`src/rtl/sample_capture_if.sv`:
```
// Bundles the sample input, trigger control and readout handshake of sample_capture.
// The master modport is the side that drives samples and consumes readout.
// The slave modport is the capture block itself.
interface sample_capture_if #(
  parameter int W = 16
);
  logic         in_valid;
  logic [W-1:0] in_data;
  logic         arm;
  logic [W-2:0] thresh;
  logic         busy;
  logic         done;
  logic         rd_valid;
  logic         rd_ready;
  logic [W-1:0] rd_data;
  logic         rd_last;
  logic [W-2:0] peak;

  modport master (
    output in_valid, in_data, arm, thresh, rd_ready,
    input  busy, done, rd_valid, rd_data, rd_last, peak
  );

  modport slave (
    input  in_valid, in_data, arm, thresh, rd_ready,
    output busy, done, rd_valid, rd_data, rd_last, peak
  );
endinterface

```
`src/rtl/sample_capture.sv`:
```
// sample_capture: triggered capture of 2^AW signed samples into a buffer,
// followed by an in-order readout over a valid/ready handshake.
// Trigger: first valid sample in ARMED whose saturated magnitude >= thresh.
// Optional feature macro: CAPTURE_PEAK_EN. When defined, peak tracks the
// largest captured magnitude. When undefined, peak is tied to zero.
module sample_capture #(
  parameter int W  = 16,
  parameter int AW = 6
) (
  input  logic             clk,
  input  logic             rst,
  sample_capture_if.slave  bus
);

  localparam int DEPTH = 1 << AW;

  typedef enum logic [1:0] {
    S_IDLE    = 2'd0,
    S_ARMED   = 2'd1,
    S_CAPTURE = 2'd2,
    S_READOUT = 2'd3
  } state_t;

  state_t        r_state;
  state_t        w_state_nxt;

  logic [W-1:0]  r_mem [DEPTH];
  logic [AW-1:0] r_wr_cnt;
  logic [AW-1:0] r_rd_addr;
  logic          r_busy;
  logic          r_done;
  logic          r_rd_valid;
  logic          r_rd_last;
  logic [W-1:0]  r_rd_data;

  logic [W-2:0]  w_mag;
  logic          w_trig;
  logic          w_cap_wr;
  logic          w_wr_en;
  logic [AW-1:0] w_wr_addr;
  logic          w_xfer;

  // Absolute value of a two's-complement sample.
  // The most negative code has no positive counterpart and saturates to all ones.
  function automatic logic [W-2:0] f_mag(input logic [W-1:0] x);
    logic [W-1:0] v_neg;
    v_neg = ~x + {{(W-1){1'b0}}, 1'b1};
    if (!x[W-1]) begin
      f_mag = x[W-2:0];
    end else if (x[W-2:0] == {(W-1){1'b0}}) begin
      f_mag = {(W-1){1'b1}};
    end else begin
      f_mag = v_neg[W-2:0];
    end
  endfunction

  // Trigger, capture-write and readout-transfer qualifiers.
  always_comb begin
    w_mag     = f_mag(bus.in_data);
    w_trig    = (r_state == S_ARMED) && bus.in_valid && (w_mag >= bus.thresh);
    w_cap_wr  = (r_state == S_CAPTURE) && bus.in_valid;
    w_wr_en   = w_trig || w_cap_wr;
    w_xfer    = r_rd_valid && bus.rd_ready;
    if (w_trig) begin
      w_wr_addr = {AW{1'b0}};
    end else begin
      w_wr_addr = r_wr_cnt;
    end
  end

  // Next-state decode; arm and in_valid are simply not looked at where they must be ignored.
  always_comb begin
    w_state_nxt = r_state;
    case (r_state)
      S_IDLE: begin
        if (bus.arm) w_state_nxt = S_ARMED;
        else         w_state_nxt = S_IDLE;
      end
      S_ARMED: begin
        if (w_trig) w_state_nxt = S_CAPTURE;
        else        w_state_nxt = S_ARMED;
      end
      S_CAPTURE: begin
        if (w_cap_wr && (r_wr_cnt == {AW{1'b1}})) w_state_nxt = S_READOUT;
        else                                      w_state_nxt = S_CAPTURE;
      end
      S_READOUT: begin
        if (w_xfer && r_rd_last) w_state_nxt = S_IDLE;
        else                     w_state_nxt = S_READOUT;
      end
      default: w_state_nxt = S_IDLE;
    endcase
  end

  // State register.
  always_ff @(posedge clk) begin
    if (rst) begin
      r_state <= S_IDLE;
    end else begin
      r_state <= w_state_nxt;
    end
  end

  // Sample buffer; contents deliberately survive reset and are only seen after being rewritten.
  always_ff @(posedge clk) begin
    if (w_wr_en) begin
      r_mem[w_wr_addr] <= bus.in_data;
    end
  end

  // Write counter, status flags and the registered readout pipeline.
  always_ff @(posedge clk) begin
    if (rst) begin
      r_wr_cnt   <= {AW{1'b0}};
      r_rd_addr  <= {AW{1'b0}};
      r_busy     <= 1'b0;
      r_done     <= 1'b0;
      r_rd_valid <= 1'b0;
      r_rd_last  <= 1'b0;
      r_rd_data  <= {W{1'b0}};
    end else begin
      r_busy <= (w_state_nxt == S_ARMED) || (w_state_nxt == S_CAPTURE);
      r_done <= (w_state_nxt == S_READOUT);

      if (w_trig) begin
        r_wr_cnt <= {{(AW-1){1'b0}}, 1'b1};
      end else if (w_cap_wr) begin
        r_wr_cnt <= r_wr_cnt + {{(AW-1){1'b0}}, 1'b1};
      end else begin
        r_wr_cnt <= r_wr_cnt;
      end

      // The read pointer always runs one ahead of the sample being presented.
      if (w_trig) begin
        r_rd_addr <= {AW{1'b0}};
      end else if ((r_state == S_READOUT) && (!r_rd_valid || (w_xfer && !r_rd_last))) begin
        r_rd_data  <= r_mem[r_rd_addr];
        r_rd_last  <= (r_rd_addr == {AW{1'b1}});
        r_rd_valid <= 1'b1;
        r_rd_addr  <= r_rd_addr + {{(AW-1){1'b0}}, 1'b1};
      end else if (w_xfer && r_rd_last) begin
        r_rd_valid <= 1'b0;
        r_rd_last  <= 1'b0;
      end else begin
        r_rd_addr <= r_rd_addr;
      end
    end
  end

  assign bus.busy     = r_busy;
  assign bus.done     = r_done;
  assign bus.rd_valid = r_rd_valid;
  assign bus.rd_last  = r_rd_last;
  assign bus.rd_data  = r_rd_data;

`ifdef CAPTURE_PEAK_EN
  logic [W-2:0] r_peak;

  // Peak magnitude: load at trigger, running max during capture, hold otherwise.
  always_ff @(posedge clk) begin
    if (rst) begin
      r_peak <= {(W-1){1'b0}};
    end else if (w_trig) begin
      r_peak <= w_mag;
    end else if (w_cap_wr && (w_mag > r_peak)) begin
      r_peak <= w_mag;
    end else begin
      r_peak <= r_peak;
    end
  end

  assign bus.peak = r_peak;
`else
  assign bus.peak = {(W-1){1'b0}};
`endif

endmodule
```
`src/flat_wrapper.sv`:
```
// flat-port wrapper written by rule: the top's interface ports become plain ports
module sample_capture_flat 
#(
  parameter int W  = 16,
  parameter int AW = 6
)
  (clk, rst, bus_in_valid, bus_in_data, bus_arm, bus_thresh, bus_rd_ready, bus_busy, bus_done, bus_rd_valid, bus_rd_data, bus_rd_last, bus_peak);
  sample_capture_if #(.W(W)) bus_i ();
  input  logic clk;
  input  logic rst;
  input wire logic [$bits(bus_i.in_valid)-1:0] bus_in_valid;
  input wire logic [$bits(bus_i.in_data)-1:0] bus_in_data;
  input wire logic [$bits(bus_i.arm)-1:0] bus_arm;
  input wire logic [$bits(bus_i.thresh)-1:0] bus_thresh;
  input wire logic [$bits(bus_i.rd_ready)-1:0] bus_rd_ready;
  output wire logic [$bits(bus_i.busy)-1:0] bus_busy;
  output wire logic [$bits(bus_i.done)-1:0] bus_done;
  output wire logic [$bits(bus_i.rd_valid)-1:0] bus_rd_valid;
  output wire logic [$bits(bus_i.rd_data)-1:0] bus_rd_data;
  output wire logic [$bits(bus_i.rd_last)-1:0] bus_rd_last;
  output wire logic [$bits(bus_i.peak)-1:0] bus_peak;
  assign bus_i.in_valid = bus_in_valid;
  assign bus_i.in_data = bus_in_data;
  assign bus_i.arm = bus_arm;
  assign bus_i.thresh = bus_thresh;
  assign bus_i.rd_ready = bus_rd_ready;
  assign bus_busy = bus_i.busy;
  assign bus_done = bus_i.done;
  assign bus_rd_valid = bus_i.rd_valid;
  assign bus_rd_data = bus_i.rd_data;
  assign bus_rd_last = bus_i.rd_last;
  assign bus_peak = bus_i.peak;
  sample_capture #(.W(W), .AW(AW)) u_core (.clk(clk), .rst(rst), .bus(bus_i));
endmodule
```
`config.mk`:
```
export PLATFORM = sky130hd
export DESIGN_NAME = sample_capture_flat
export DESIGN_NICKNAME = d
export VERILOG_FILES = /design/src/rtl/sample_capture_if.sv /design/src/rtl/sample_capture.sv /design/src/flat_wrapper.sv
export SDC_FILE = /design/constraint.sdc
export NUM_CORES = 1
export LEC_CHECK = 0
export ABC_AREA = 1
export CORE_UTILIZATION = 40
export DETAILED_ROUTE_END_ITERATION = 8
export GPL_ROUTABILITY_DRIVEN = 0
export PLACE_DENSITY_LB_ADDON = 0.2
export SLEW_MARGIN = 30
export SYNTH_ARGS = -nofsm -noshare
export SYNTH_HDL_FRONTEND = slang
export SYNTH_SLANG_ARGS = --single-unit
```
`constraint.sdc`:
```
create_clock -name clk -period 5.5 [get_ports clk]
set_clock_uncertainty 0.2 [all_clocks]
set_input_delay 1.1 -clock clk [delete_from_list [all_inputs] [get_ports clk]]
set_output_delay 1.1 -clock clk [all_outputs]
set_load 0.05 [all_outputs]
```
==> results_dict.tcl <==
set metrics [dict create \
    grt_max_degree 274 \
    switching_share 0.2130 \
    drc 0 \
    totalWireLength_um 131500 \
    start_util 0.4053 \
    gr-usage-met1 0.3359 \
    ys_ff_latch 1058 \
    io_pins 71 \
    period_needed_ns 4.707 \
    post_cts_buffers 0 \
    numClockSinks 1058 \
    peakVddDrop_uv 292.1 \
    crit_required_ns 5.68 \
    hold_path_depth 2 \
    cts.reportedPaths.clkPinSlew_ns 0.07 \
    worst-endpoint-arrival_ns 4.88 \
    grt_pass1_wl_um 190700 \
    seq_power_share 0.534 \
    fp.dieW_um 335.0 \
    syn_inst 4101 \
    synth_top_area_frac 0.6932 \
    tightest_slew_ns 1.040 \
    grt_pass1_vias 28507 \
    row_count 121 \
    cts_buffers 109 \
    dp_hpwl_um 78510 \
    synth_area_um2 44360 \
    vias 30106 \
    p_leak_uw 0.01880 \
    clock_path_buffers 3 \
    yosysTopAreaCell "edfxtp_1" \
    rsz0062_at_grt "false" \
    p_switching_uw 3530 \
    cts-root-buf "clkbuf_16" \
    drt-pass1-iter-count 6 \
    final_hold_viol_count 0 \
    grtUsageMet3 0.03741 \
    drt_iter0_drc 3431 \
    clock_latency_ns 0.70 \
    synth_cell_types 30 \
    p_clk_frac 0.431 \
    period_share 0.8559 \
    viasPerCell 5.213 \
    crit_fanout 16 \
    tns_ns 0 \
    powerDensity_nw_per_um2 326.4 \
    hold_path.class "reg -> reg" \
    avgSynthCellArea_um2 10.82 \
    ant_nets 0 \
    yosys_warnings 0 \
    gr-usage-met2 0.3666 \
    drv_cap 0 \
    cts_tree "done" \
    power_uw 16570 \
    globalRouteOverflowTotal 0 \
    postCtsHoldBufs 0 \
    area_growth_pct 14.45 \
    dieArea_um2 112200 \
    startpoint_type "primary input" \
    fmax_mhz 212.4 \
    antenna_found_initial 10 \
    drive_gt1_frac 0.08168 \
    wl_per_cell_um 22.78 \
    power_frac_comb 0.035 \
    setup_violations 0 \
    nets 4259 \
    outcome "finished clean" \
    design.core.area_um2 109500 \
    crit_type "in -> reg" \
    grt_usage 0.2328 \
    htreeDepth 3 \
    reg2reg_depth 11 \
    p_int_uw 13040 \
    cts_resized 0 \
    busiest_layer "met2" \
    drv_slew 0 \
    endpoint_kind "flip-flop" \
    io_buffers 55 \
    yosysSeqAreaShare 0.7085 \
    die_h_um 335.0 \
    relSlewSlack 0.3064 \
    synth_top_cells_by_area "edfxtp_1, nand2_1, nor2_1" \
]
[cell families after synthesis]
| kind of cell | after synthesis | share of synthesized area |
|---|---|---|
| fa+ha+maj | 19 | 0.005359 |
| simple gates | 2212 | 0.1989 |
| xor+xnor | 2 | 0.0003949 |
| buf+inv | 408 | 0.04129 |
| other cells | 1 | 0.00008453 |
| compound gates | 401 | 0.04544 |
| flops | 1058 | 0.7085 |
[cell usage after synthesis]
| library cell | number |
|---|---|
| ha_1 | 19 |
| clkinv_1 | 4 |
| buf_6 | 9 |
| nand2_1 | 1156 |
| or2_2 | 12 |
| inv_1 | 165 |
| buf_4 | 32 |
| o21ai_1 | 30 |
| inv_2 | 3 |
| o21bai_1 | 1 |
| buf_2 | 77 |
| nand2_2 | 1 |
| buf_8 | 1 |
| nand3_1 | 345 |
| nand3b_1 | 4 |
| xor2_1 | 2 |
| nor3_1 | 9 |
| nor3b_1 | 3 |
| nand4_1 | 8 |
| conb_1 | 1 |
| dfxtp_1 | 34 |
| edfxtp_1 | 1024 |
| a21oi_2 | 1 |
| buf_1 | 28 |
| clkbuf_1 | 88 |
| a21oi_1 | 53 |
| o21ai_0 | 315 |
| inv_6 | 1 |
| o211ai_1 | 1 |
| nor2_1 | 674 |
[critical path, cell delays in order]
cell and delay [ns]:
buf_2 0.11, inv_1 0.07, ha_1 0.17, nand3_1 0.13, nor3_1 0.20, nand2_1 0.15, inv_1 0.10, nand4_1 0.10
nor2_1 0.15, inv_1 0.20, nand3_1 0.13, ha_1 0.15, nand2_1 0.07, nor2_1 0.18, nand3_1 0.10, nand2_1 0.08
inv_1 0.04, nand3_1 0.08, buf_4 0.18, nand2_2 0.09, buf_4 0.16, o21ai_0 0.17, nand3_1 0.25, buf_12 0.21
nor2_1 0.28, buf_12 0.21
[final timing paths]
path                                    start                                  to  slack (ns)
max                            bus_in_data[0]       u_core.r_mem[9][12]$_DFFE_PP_        0.79
min           u_core.r_wr_cnt[1]$_SDFFE_PP0P_     u_core.r_wr_cnt[1]$_SDFFE_PP0P_        0.31
max reg2reg  u_core.r_rd_addr[0]$_SDFFE_PP0P_  u_core.bus.rd_data[1]$_SDFFE_PP0P_        1.68
min reg2reg   u_core.r_wr_cnt[1]$_SDFFE_PP0P_     u_core.r_wr_cnt[1]$_SDFFE_PP0P_        0.31
[routing by layer]
metal  wire [µm]  up-vias
li1            -    14073
met1       57610    14661
met2       60320     1170
met3       10430      202
met4        3171        0
met5           0        -
[metrics by stage]
step                      cell area, µm²  hold slack, ns  cells  setup WS, ns    util
after floorplan                    44410          0.2676   4115        0.5794       -
after global placement             47270          0.2981   5567        0.1842  0.4318
after detailed placement           47280          0.2971   5567        0.1664  0.4319
after CTS                          50710          0.3065   5771        0.8606  0.4633
after global routing               50770          0.3391   5773        0.4239  0.4638
final                              50770          0.3077   5775        0.7928  0.4639
[area by class of cell]
cell class	instances	area [µm²]
sequential	1058	31440
clock buffer	145	2987
timing repair buffer	213	2211
antenna	2	5.005
fill	10058	58690
clock inverter	59	445.4
inverter	173	673.1
multi-input combinational	2649	11170
tap	1476	1847
[sequential cells by signal, indices dropped and copies added (netlist names)]
signal,count
u_core.bus.busy,1
u_core.r_rd_addr,6
u_core.bus.rd_data,16
u_core.bus.done,1
u_core.r_mem,1024
u_core.r_state,2
u_core.r_wr_cnt,6
u_core.bus.rd_valid,1
u_core.bus.rd_last,1
[placed cells by master (no fill, tap or decap), types with 6 or more instances in the layout]
cell,netlist,layout
inv_1,165,163
ha_1,19,19
nor3_1,9,8
buf_2,77,15
buf_12,0,40
nand2_1,1156,1156
nand3_1,345,345
clkbuf_1,88,27
conb_1,1,15
nand4_1,8,8
bufinv_16,0,6
or2_2,12,12
clkinv_2,0,20
edfxtp_1,1024,1024
clkbuf_16,0,112
clkbuf_8,0,6
clkdlybuf4s50_1,0,39
o21ai_0,315,315
clkinv_1,4,30
nor2_1,674,672
buf_4,32,114
a21oi_1,53,53
o21ai_1,30,30
dfxtp_1,34,31
[power by group through the flow]
stage,combinational (µW),sequential [µW],clock (µW)
global placement,568,9030,0
detailed placement,569,9030,0
finish,572,8860,7140
global route,614,8850,7540
CTS,570,8860,7250
floorplan,227,9040,0
Power figures use the tool's default switching activity.
